<file path="src/rtl/oam_dma_ctrl.sv">
// Sprite-OAM DMA engine: a CPU write to DMA_REG_ADDR halts the CPU and copies page $xx00-$xxFF into OAM.
// Define OAM_DMA_ALIGN_EN to insert the 2A03 get/put alignment cycle after HALT.
module oam_dma_ctrl #(
    parameter logic [15:0] DMA_REG_ADDR = 16'h4014
) (
    input  logic        clk,
    input  logic        reset,
    input  logic        cpu_wr_en,
    input  logic [15:0] cpu_addr,
    input  logic [7:0]  cpu_data_in,
    output logic        mem_rd,
    output logic [15:0] mem_addr,
    input  logic [7:0]  mem_data,
    output logic        cpu_halt,
    output logic        oam_dma,
    output logic [7:0]  oam_addr,
    output logic [7:0]  oam_data_out,
    output logic        busy
);

`ifdef OAM_DMA_ALIGN_EN
    localparam logic ALIGN_EN = 1'b1;
`else
    localparam logic ALIGN_EN = 1'b0;
`endif

    typedef enum logic [2:0] {
        IDLE,
        HALT,
        ALIGN,
        READ,
        WRITE
    } state_t;

    state_t     state;
    logic       parity;
    logic [7:0] page;
    logic [7:0] idx;
    logic       trigger;

    assign trigger      = cpu_wr_en && (cpu_addr == DMA_REG_ADDR);
    assign busy         = cpu_halt;
    // Synchronous RAM returns the byte during WRITE, so the data path stays combinational.
    assign oam_data_out = oam_dma ? mem_data : 8'h00;

    // Outputs are registered against the state being entered, so they line up with that state's cycle.
    always_ff @(posedge clk) begin
        if (reset) begin
            state    <= IDLE;
            parity   <= 1'b0;
            page     <= 8'h00;
            idx      <= 8'h00;
            mem_rd   <= 1'b0;
            mem_addr <= 16'h0000;
            oam_dma  <= 1'b0;
            oam_addr <= 8'h00;
            cpu_halt <= 1'b0;
        end else begin
            // NOTE: non-blocking everywhere here; each register sees the pre-edge value of every other one.
            parity  <= ~parity;
            mem_rd  <= 1'b0;
            oam_dma <= 1'b0;
            case (state)
                IDLE: begin
                    if (trigger) begin
                        page     <= cpu_data_in;
                        idx      <= 8'h00;
                        state    <= HALT;
                        cpu_halt <= 1'b1;
                    end
                end
                HALT: begin
                    // Parity 0 now means the next cycle is a put, which cannot carry a read.
                    if (ALIGN_EN && !parity) begin
                        state <= ALIGN;
                    end else begin
                        state    <= READ;
                        mem_rd   <= 1'b1;
                        mem_addr <= {page, idx};
                    end
                end
                ALIGN: begin
                    state    <= READ;
                    mem_rd   <= 1'b1;
                    mem_addr <= {page, idx};
                end
                READ: begin
                    state    <= WRITE;
                    oam_dma  <= 1'b1;
                    oam_addr <= idx;
                end
                WRITE: begin
                    if (idx == 8'hFF) begin
                        state    <= IDLE;
                        cpu_halt <= 1'b0;
                    end else begin
                        idx      <= idx + 8'd1;
                        state    <= READ;
                        mem_rd   <= 1'b1;
                        mem_addr <= {page, idx + 8'd1};
                    end
                end
                default: begin
                    state    <= IDLE;
                    cpu_halt <= 1'b0;
                end
            endcase
        end
    end

endmodule

</file>
<file path="config.mk">
export PLATFORM = sky130hd
export DESIGN_NAME = oam_dma_ctrl
export DESIGN_NICKNAME = d
export VERILOG_FILES = /design/src/rtl/oam_dma_ctrl.sv
export SDC_FILE = /design/constraint.sdc
export NUM_CORES = 1
export LEC_CHECK = 0
export ABC_AREA = 1
export BUFFER_PORTS_ARGS = -buffer_cell sky130_fd_sc_hd__buf_4
export CAP_MARGIN = 25
export CORE_ASPECT_RATIO = 0.9
export CORE_MARGIN = 2
export CORE_UTILIZATION = 25
export CTS_BUF_LIST = sky130_fd_sc_hd__clkbuf_16
export CTS_CLUSTER_SIZE = 20
export DETAILED_ROUTE_END_ITERATION = 8
export PLACE_DENSITY = 0.56
export SETUP_SLACK_MARGIN = 0.05
export SYNTH_ARGS = -nofsm -noshare
export SYNTH_HDL_FRONTEND = slang
export SYNTH_SLANG_ARGS = --single-unit
</file>
<file path="constraint.sdc">
create_clock -name clk -period 1.7 [get_ports clk]
set_input_delay 0.34 -clock clk [delete_from_list [all_inputs] [get_ports clk]]
set_output_delay 0.34 -clock clk [all_outputs]
set_load 0.01 [all_outputs]
</file>
Word level (Yosys, flattened, before mapping)

Index checks and enable logic that the tools add are counted.

Output and inout port bits: 36
Flip-flop bits (word level): 46
Bits of input ports: 35
Logic and storage cells: 44

Bitwise gates (word level): 1
Equality and inequality tests: 9
Muxes and demuxes: 15
Reductions and logical operators: 10
Add/subtract/negate cells: 1

Operator list:

| operator                                                          | count |
|---|---|
| 16-bit case mux with 2 select lines                               | 1 |
| 8-bit two-way mux                                                 | 3 |
| 16-bit by 15-bit == test with 1-bit output, second input constant | 1 |
| 16-bit two-way mux                                                | 1 |
| 8-bit case mux with 2 select lines                                | 1 |
| 3-bit case mux with 4 select lines                                | 1 |
| 8-bit by 1-bit adder with 8-bit output, second input constant     | 1 |
| 8-bit == test, second input constant                              | 1 |
| 3-bit by 2-bit == test with 1-bit output, second input constant   | 2 |
| 2-bit inequality test, second input constant                      | 3 |
| 3-bit AND reduction                                               | 2 |
| 1-bit two-way mux                                                 | 4 |
| 2-bit AND reduction                                               | 2 |
| 2-bit nonzero test                                                | 2 |
| 3-bit by 1-bit == test with 1-bit output, second input constant   | 1 |
| 3-bit == test, second input constant                              | 1 |
| 3-bit logical NOT                                                 | 1 |
| 3-bit two-way mux                                                 | 1 |
| 1-bit case mux with 3 select lines                                | 1 |
| 3-bit OR reduction                                                | 1 |
| 2-bit two-way mux                                                 | 1 |
| 1-bit case mux with 2 select lines                                | 1 |
| 2-bit OR reduction                                                | 1 |
| 1-bit logical AND                                                 | 1 |
| 1-bit inverter                                                    | 1 |

Logic depth before layout (Yosys ltp)

Gate-level depths: netlist of run 1.

Depth after elaboration: 4
Depth in mapped cells: 10
Depth with buffers taken out: 10

Worst setup path before layout of run 1

OpenSTA, ideal clock, no wires.

Kind: reg-to-reg
Start: register idx[1]
End: register mem_addr[0]
Stages on the path, launching flop included: 10
Library setup time: 0.116 ns
Path buffers: 1
Clock period less this slack: 1.415 ns
Arrival time: 1.299 ns
Data required time: 1.584 ns
Slack: 0.285 ns
Path through: dfxtp_1 ha_1 nand2_2 clkinv_2 nand4_4 nand2_4 nand2_8 buf_6 o21ai_0 nor2_1

Word-level cells in the longest chain between the ends: 3

RTL lines:

| item                                   | RTL line | RTL |
|---|---|---|
| from (decl)                            | 38       | `logic [7:0] idx;` |
| from (signal assigned)                 | 97       | `idx <= idx + 8'd1;` |
| 8-bit == test                          | 93       | `if (idx == 8'hFF) begin` |
| 2-bit inequality test (no source line) | n/a      |  |
| 2-bit AND reduction (no source line)   | n/a      |  |
| to (signal assigned)                   | 79       | `mem_addr <= {page, idx};` |
| to (signal assigned)                   | 85       | `mem_addr <= {page, idx};` |
| to (signal assigned)                   | 100      | `mem_addr <= {page, idx + 8'd1};` |
| to (decl)                              | 12       | `output logic [15:0] mem_addr,` |

No other way between the ends.
A chain may end at the register's enable or synchronous reset.

Worst setup path in the final report of run 1

Start: register idx[0]
End: register mem_addr[4]

Word-level cells in the longest chain between the ends: 3
Elaborated cells on any way between the ends: 6
Those cells by class: 1 x add/sub; 2 x eq/ne; 2 x mux; 1 x reduce/logical

RTL lines:

| item                                                                       | RTL line |
|---|---|
| 8-bit by 1-bit adder with 8-bit output or 8-bit == test (tied branches)    | 100, 93 |
| 16-bit two-way mux or 2-bit inequality test (tied branches)                | n/a |
| 16-bit case mux with 2 select lines or 2-bit AND reduction (tied branches) | n/a |

Parallel ways exist; a longest one is shown, timed or not. The select of a mux whose other input is x is not followed.

==> summary.md, run 1 <==
| Metric | Value |
|---|---|
| Die area | 9180 um2 |
| PnR worst setup slack | 0.160 ns |
| Cells after Synth | 287 |
| WS Path Type | reg2reg |
| Clk_lat worst skew | 0.29 ns |
| Clk sinks | 46 |
| Min cycle time layout | 1.54 ns |
| Syn-to-layout area delta | 37.6% |
| # DRC | 0 |
| Hold WC Path Type | in2reg |
| Main synth FF type | dfxtp_1 |
| Critical path arrival | 1.72 ns |
| Worst Path Required | 1.88 ns |
| Crit share post-route | 90.6% |
| Die Ht | 91.1 um |
| Starting Density | 26.0% |
| DP HPWL | 4.07 mm |
| # diodes | 0 |
| Core Area | 8110 um2 |
| Fmax | 649 MHz |
| Synthesized flop and latch total | 46 |
| Type of element capturing the critical path | flop |
| Htree depth | 2 |
| Slew at the pin closest to its max-slew limit | 0.285 ns |
| Layout cell share with drive strength beyond 1 | 27.7% |
| CP max FO | 19 |
| Clock skew | 0.00816 ns |
| Via count | 2038 |
| Congestion Overflow GR | 0 |
| YS warnings | 0 |
| Pre-CTS setup slack | 0.146 ns |
| Maximum root-to-sink buffer count | 2 |
| Status | finished, final reports clean |
| Average size of a mapped cell | 7.34 um2 |
| Max-cap violation count | 0 |
| CTS resizes | 0 |
| Die span in x | 101 um |
| Startpoint Class | flop |
| Final hold vios | 0 |
| Routed WL | 5.46 mm |
| # nets final | 401 |
| Ys async rst share | 0% |
| Vias in the first global route | 1930 |
| Pwr Density | 981 nW/um2 |
| Pleak | 1.43 nW |
| First-pass GRT wire length | 8.87 mm |
| # IOs | 71 |
| Total track usage | 12.2% |
| Antenna violations before repair | 0 |
| VDD IR max | 610 uV |
| Worst-path clk slew | 0.06 ns |
| Yosys top cell by area | dfxtp_1 |
| Seq/Total Area, Yosys | 43.7% |
| Cell row count | 31 |
| Slew HR | 80.8% |
| Syn_nets | 324 |
| Inserted Clock Buffers | 5 |
| Post-synth EDFFs | 0 |
| 1st-iter DRT viols | 93 |
| Cell Area, Synth | 2110 um2 |
| WL/cell | 11.8 um |
| Pin count of the biggest net entering global routing | 27 |
| Fin util | 35.8% |
| Unrepaired setup endpoints after global routing | yes |
| CTS tree | built |
| Setup Fix Bufs, Post-CTS | 0 |
| CTS hold repair buffers | 0 |
| Antenna viol nets, final | 0 |
| CTS root buf | clkbuf_16 |
| Synth top area share | 43.7% |
| Slew Viols, Final | 0 |
| Cell variety after synth | 29 |
| Port-buffer cells | 70 |
| Vias/cell | 4.40 |
| Main area contributors after synthesis | dfxtp_1, nor2_1, o21ai_0 |
| Drt first pass iters | 4 |
| RD Place Congestion | 0.881 |
| Final setup viols | 0 |
| Setup TNS | 0 ns |
[cells in the mapped netlist, types with 2 or more instances]
cell type and number:
nor2_1 68, dfxtp_1 46, nand2_1 41, o21ai_0 37, inv_1 26, a21oi_1 15
nand3_1 14, a31oi_1 8, clkbuf_1 5, buf_6 3, nor2_4 3, ha_1 2
nand2_2 2, nand4_4 2
[worst max-delay path: stages, from the launching register on]
cell	delay, ns
dfxtp_1	0.32
ha_1	0.23
nand2_2	0.10
clkinv_2	0.10
nand4_4	0.11
nand2_4	0.10
nand2_8	0.15
clkinv_8	0.11
nor2_1	0.14
nor2_1	0.06
[placed cells by master, fill, tap and decap left out, types with 5 or more instances in the layout]
master / netlist / routed
nand2_1: 41 / 41
buf_4: 1 / 82
clkbuf_16: 0 / 5
nand3_1: 14 / 14
o21ai_0: 37 / 37
nor2_1: 68 / 68
a21oi_1: 15 / 15
inv_1: 26 / 27
a31oi_1: 8 / 8
dfxtp_1: 46 / 46
[routing by layer]
metal	global-route usage [%]	vias to the layer above	part of all wire, %
met3	4.54	8	6.6
met1	16.3	896	48
met5	0	-	0
li1	-	1081	-
met4	4.00	0	1.5
met2	17.9	53	44
[final timing paths]
kind / slack, ns / cells past startpoint / startpoint / end
setup reg to reg: 0.16 / 9 / idx[0]$_SDFFE_PP0P_ / mem_addr[4]$_SDFFE_PP0P_
setup / recovery: 0.16 / 9 / idx[0]$_SDFFE_PP0P_ / mem_addr[4]$_SDFFE_PP0P_
hold reg to reg: 0.48 / 2 / busy$_SDFFE_PP0P_ / busy$_SDFFE_PP0P_
hold / removal: 0.30 / 2 / reset / idx[4]$_SDFFE_PP0P_
[final cells by class]
| class | count | area (um2) |
|---|---|---|
| flip-flops and latches | 46 | 921 |
| well taps | 99 | 124 |
| fillers | 839 | 5210 |
| clock buffers | 5 | 125 |
| inverters | 28 | 119 |
| clock inverters | 2 | 11.3 |
| multi-input cells | 201 | 983 |
| repair buffers | 82 | 616 |
[where the power goes]
group          internal, mW  leakage, nW  total [mW]  switching (mW)
logic                 0.299        0.995       0.660           0.362
clock network         0.531       0.0671       0.922           0.392
registers              1.20        0.372        1.26          0.0615
[kinds of logic (layout without fill, tap and decap cells)]
logic type                 count (synthesis)  count (layout)  synth area share [%]
buffers and inverters                     40             117                  9.62
and+or+nand+nor                          136             136                  29.8
DFF                                       46              46                  43.7
AOI/OAI and AO/OA                         63              63                  15.7
adders and majority gates                  2               2                  1.19
[registers in the layout, summed over array words and instances, names as in the netlist]
signal,count
mem_addr,16
idx,8
oam_addr,8
page,8
state,3
busy,1
mem_rd,1
oam_dma,1
[per-stage QoR]
stage                     hold WS [ns]  total power, mW  instance area, um2  instances
after global routing             0.296             3.00                2900        463
after CTS                        0.292             2.88                2890        463
after detailed placement         0.459             1.95                2760        456
after global placement           0.455             1.94                2760        456
final                            0.296             2.84                2900        463
after floorplan                  0.437             1.67                2110        287
Note: power is estimated with default switching activity, not from simulation.
==> inputs of run 2 (changes only) <==
REMOVE_ABC_BUFFERS = 1   (was default)
clock period = 1.43 ns   (was 1.7 ns; I/O delays follow)
==> run 2 against run 1 <==
Net effect:
- sequential power rose by 20%
- hold slack got worse by 0.053 ns
- register-to-register slack got worse by 0.12 ns
- routed wire length rose by 15%
- critical path type unchanged
- critical endpoint is now idx[0]$_SDFFE_PP0P_
- highest routed layer unchanged
==> summary.md, run 2 (same netlist as run 1, synthesis figures left out) <==
| Metric | Value |
|---|---|
| VDD IR max | 691 uV |
| R2R depth | 10 |
| Pwr Density | 1090 nW/um2 |
| CTS root buf | clkbuf_16 |
| Die area | 9180 um2 |
| GRT met3 Usage | 2.69% |
| HP Start | reset |
| RD Place Congestion | 0.784 |
| Startpoint Class | flop |
| Pre-CTS setup slack | -0.0494 ns |
| Hold WC Path Type | in2reg |
| CTS tree | built |
| Port-buffer cells | 70 |
| Maximum root-to-sink buffer count | 2 |
| Setup crit end | idx[0]$_SDFFE_PP0P_ |
| Unrepaired setup endpoints after global routing | yes |
| Clk sinks | 46 |
| M1 GR Usage | 16.9% |
| PnR worst setup slack | 0.0423 ns |
| Type of element capturing the critical path | flop |
| Worst Path Required | 1.61 ns |
| Slew Viols, Final | 0 |
| DP HPWL | 4.26 mm |
| Core Area | 8110 um2 |
| First-pass GRT wire length | 9.37 mm |
| Routed WL | 6.28 mm |
| Worst-path clk slew | 0.06 ns |
| Drt first pass iters | 4 |
| Placed inst area | 2860 um2 |
| Worst reg2reg path endpoint | idx[0]$_SDFFE_PP0P_ |
| M2 GR Usage | 20.2% |
| Biggest register | mem_addr |
| Commonest non-fill, non-tap cell in the layout | buf_4 |
| Congestion Overflow GR | 0 |
| CP max FO | 6 |
| # nets final | 422 |
| Global routing's busiest layer | met2 |
| Final setup viols | 0 |
| Pin count of the biggest net entering global routing | 22 |
| Clk_lat worst skew | 0.28 ns |
| Starting Density | 26.0% |
| Reg2Reg Setup Slack | 0.04 ns |
| Max-cap violation count | 0 |
| Slew at the pin closest to its max-slew limit | 0.270 ns |
| Worst r2r src | idx[1]$_SDFFE_PP0P_ |
| 1st-iter DRT viols | 114 |
| WL/cell | 13.0 um |
| Crit share post-route | 97.0% |
| Htree depth | 2 |
| Layout cell share with drive strength beyond 1 | 42.7% |
| Number of flip-flops in the largest register | 16 |
| Setup crit start | idx[1]$_SDFFE_PP0P_ |
| Vias/cell | 4.53 |
| Die span in x | 101 um |
| Die Ht | 91.1 um |
| # IOs | 71 |
| # diodes | 0 |
| Antenna violations before repair | 0 |
| Final hold vios | 0 |
| Post-route cell area | 3290 um2 |
| Via count | 2199 |
| Status | finished, final reports clean |
| CTS hold repair buffers | 0 |
| Total track usage | 12.6% |
| WS Path Type | reg2reg |
| Critical path arrival | 1.56 ns |
| # DRC | 0 |
| Slew HR | 81.8% |
| Vias in the first global route | 2069 |
| Cell row count | 31 |
| Pleak | 1.61 nW |
| Inserted Clock Buffers | 5 |
| Clock skew | 0.00368 ns |
| Setup TNS | 0 ns |
| Antenna viol nets, final | 0 |
| Min cycle time layout | 1.39 ns |
| Most frequent cells in the layout | buf_4, nor2_1, dfxtp_1 |
| Syn-to-layout area delta | 55.9% |
| Fmax | 721 MHz |
[run 2: worst min path at each step]
| stage | endpoint | cells past startpoint |
|---|---|---|
| floorplan | idx[2]$_SDFFE_PP0P_ | 1 |
| global placement | page[1]$_SDFFE_PP0P_ | 2 |
| detailed placement | page[5]$_SDFFE_PP0P_ | 2 |
| CTS | idx[2]$_SDFFE_PP0P_ | 2 |
| global route | idx[4]$_SDFFE_PP0P_ | 2 |
| finish | idx[4]$_SDFFE_PP0P_ | 2 |
[run 2: power breakdown]
part	leakage [nW]	internal [mW]	switching, mW
Combinational	1.17	0.424	0.538
Sequential	0.377	1.43	0.0854
Clock	0.0663	0.630	0.464
[run 2: final cells by class]
class / instances / area, um2
flip-flops and latches: 46 / 933
fillers: 810 / 4820
clock inverters: 3 / 11.3
clock buffers: 5 / 125
well taps: 99 / 124
inverters: 28 / 120
multi-input cells: 204 / 1190
repair inverters: 2 / 25.0
repair buffers: 98 / 758
[run 2: worst max-delay path, stage by stage, from the launching register on]
cell and delay, ns:
dfxtp_2 0.35, ha_4 0.15, nand2_4 0.06, inv_4 0.06, nand4_4 0.10, nand2_8 0.14, buf_6 0.15, buf_6 0.10
nand3_2 0.06, nand2_1 0.06, nor2_1 0.04
[run 2: per-stage QoR]
| step | util [%] | std cells | hold WS (ns) | power [mW] |
|---|---|---|---|---|
| 2_1_floorplan | - | 275 | 0.355 | 1.92 |
| 3_3_place_gp | 35.3 | 470 | 0.452 | 2.32 |
| 3_5_place_dp | 35.3 | 470 | 0.463 | 2.32 |
| 4_1_cts | 37.6 | 481 | 0.244 | 3.45 |
| 5_1_grt | 40.5 | 485 | 0.244 | 3.75 |
| 6_report | 40.5 | 485 | 0.242 | 3.57 |
[run 2: layer usage]
| layer | wire length (um) | vias up | share of wire (%) |
|---|---|---|---|
| met5 | 0 | - | 0 |
| met4 | 61 | 0 | 0.97 |
| met3 | 404 | 5 | 6.4 |
| met2 | 2960 | 70 | 47 |
| met1 | 2860 | 993 | 46 |
| li1 | - | 1131 | - |
[run 2: repair_timing]
| action | in CTS | in global routing |
|---|---|---|
| buffers inserted | 1 | 0 |
| setup endpoints to repair | 12 | 30 |
| pin swaps | 3 | 19 |
| hold endpoints to repair | 0 | 0 |
| gates resized for setup | 7 | 73 |
| gates cloned | 2 | 4 |
==> inputs of run 3 (changes only) <==
CORE_UTILIZATION = 50   (was 25)
PLACE_DENSITY = 0.9   (was 0.56)
==> run 3 against run 2 <==
Net effect:
- the run now ends with setup timing left
- power is 9.9% higher
- sequential cell count stayed put
- first-iteration DRC count grew to 4.2 times the previous value
- register-to-register slack worse by 0.11 ns
- clock power is 21% higher
- largest cell class unchanged
- highest routed layer unchanged
==> summary.md, run 3 (same netlist as run 1, synthesis figures left out) <==
| Metric | Value |
|---|---|
| Status | finished, violations left |
| Failing checks | setup timing |
| PnR worst setup slack | -0.0660 ns |
| Vias/cell | 5.95 |
| Port-buffer cells | 70 |
| Net switching power | 1.23 mW |
| Fmax | 668 MHz |
| # nets final | 414 |
| Antenna viol nets, final | 0 |
| Drt first pass iters | 6 |
| Critical path arrival | 1.68 ns |
| Clock power share | 33.6% |
| WS Path Type | reg2reg |
| Die span in x | 72.4 um |
| Final hold vios | 0 |
| Die area | 4750 um2 |
| Cell-by-cell trace of the critical path | buf_4 > inv_1 > nor2_2 > a21oi_1 > o21ai_0 > o21ai_1 > nor2_2 > nor2_1 |
| Maximum root-to-sink buffer count | 2 |
| Cell Count, Final, Fillers Out | 426 |
| Final setup viols | 3 |
| Max-cap violation count | 0 |
| Sequential power share | 39.0% |
| RD Place Congestion | 0.911 |
| Worst Path Required | 1.62 ns |
| Pin count of the biggest net entering global routing | 19 |
| Delay of the slowest cell on the worst path | 0.36 ns |
| WL/cell | 18.6 um |
| CP max stage cell | dfxtp_2 |
| Worst hold slack | 0.246 ns |
| # IOs | 71 |
| Total track usage | 30.7% |
| Worst-path clk slew | 0.06 ns |
| CP bufs+invs | 2 |
| CTS tree | built |
| VDD IR max | 1070 uV |
| Cell row count | 22 |
| Htree depth | 2 |
| Post-route cell area | 3180 um2 |
| CP max FO | 3 |
| Commonest non-fill, non-tap cell in the layout | buf_4 |
| Routed WL | 7.94 mm |
| Crit share post-route | 105% |
| Biggest register | mem_addr |
| Clk sinks | 46 |
| Slew at the pin closest to its max-slew limit | 0.385 ns |
| Min cycle time layout | 1.50 ns |
| # diodes | 0 |
| Via count | 2535 |
| Slew HR | 74.1% |
| Congestion Overflow GR | 0 |
| DP HPWL | 4.17 mm |
| Fin util | 78.0% |
| Core Area | 4070 um2 |
| Setup Fix Bufs, Post-CTS | 0 |
| Hold WC Path Type | in2reg |
| CTS root buf | clkbuf_16 |
| Layout cell share with drive strength beyond 1 | 41.5% |
| Starting Density | 51.7% |
| Startpoint Class | flop |
| DP Cell Count | 414 |
| Vias in the first global route | 2356 |
| Type of element capturing the critical path | flop |
| Pwr Density | 1230 nW/um2 |
| Number of flip-flops in the largest register | 16 |
| Logic gate share of total power | 27.5% |
| Clk_lat worst skew | 0.30 ns |
| Placed inst area | 2760 um2 |
| Most frequent cells in the layout | buf_4, nor2_1, dfxtp_1 |
| Inserted Clock Buffers | 5 |
| Clock skew | 0.00540 ns |
| CTS hold repair buffers | 0 |
| Cell mode on critical path | nor2_2 |
| Slew Viols, Final | 0 |
| Die Ht | 65.6 um |
| Syn-to-layout area delta | 50.8% |
| # DRC | 0 |
| Antenna violations before repair | 0 |
| Pleak | 1.56 nW |
| Int Pwr | 2.69 mW |
| First-pass GRT wire length | 11.2 mm |
| Unrepaired setup endpoints after global routing | yes |
| 1st-iter DRT viols | 484 |
| Switching Share | 31.4% |
| CP top delay family | compound AO/OA/AOI/OAI gates |
-- run 3: final timing paths --
kind / to / cells after the start / slack, ns / from
worst max-delay path: mem_addr[3]$_SDFFE_PP0P_ / 8 / -0.07 / idx[0]$_SDFFE_PP0P_
worst min-delay path: idx[4]$_SDFFE_PP0P_ / 2 / 0.25 / reset
worst max register to register: mem_addr[3]$_SDFFE_PP0P_ / 8 / -0.07 / idx[0]$_SDFFE_PP0P_
worst min register to register: mem_addr[12]$_SDFFE_PP0P_ / 2 / 0.50 / page[4]$_SDFFE_PP0P_
-- run 3: timing repair --
action | CTS | global route
cloned | 4 | 0
gates resized for setup | 17 | 67
pin swaps | 4 | 9
setup endpoints to repair | 23 | 37
-- run 3: area by class of cell --
| cell class | instances | area (um2) |
|---|---|---|
| multi-input combinational | 203 | 1170 |
| sequential | 46 | 930 |
| fill | 245 | 896 |
| timing repair buffer | 91 | 698 |
| clock buffer | 5 | 125 |
| inverter | 28 | 123 |
| tap | 48 | 60.1 |
| clock inverter | 3 | 40.0 |
| timing repair inverter | 2 | 27.5 |
-- run 3: metrics by stage --
stage | setup TNS (ns) | setup WS [ns] | power (mW)
detailed placement | -0.0811 | -0.0329 | 2.31
CTS | 0 | 0.0580 | 3.69
finish | -0.118 | -0.0660 | 3.92
global route | -0.906 | -0.101 | 4.05
global placement | 0 | 0.0410 | 2.29
floorplan | 0 | 0.0364 | 1.92
-- run 3: worst register-to-register path, stage by stage, from the launching register on --
cell and delay, ns:
dfxtp_2 0.36, buf_4 0.12, inv_1 0.05, nor2_2 0.21, a21oi_1 0.10, o21ai_0 0.17, o21ai_1 0.21, nor2_2 0.13
nor2_1 0.05
-- run 3: metal layers --
layer / up-vias / GRT usage (%) / wire (um)
li1: 1109 / - / -
met1: 1164 / 34.9 / 2930
met2: 212 / 54.5 / 3810
met3: 50 / 8.13 / 818
met4: 0 / 12.3 / 376
met5: - / 0 / 0
-- run 3: power by group through the flow --
stage          combinational, mW  clock (mW)  sequential [mW]
3_3_place_gp               0.764           0             1.53
6_report                    1.08        1.32             1.53
3_5_place_dp               0.787           0             1.53
5_1_grt                     1.15        1.36             1.54
4_1_cts                    0.893        1.29             1.50
2_1_floorplan              0.336           0             1.58
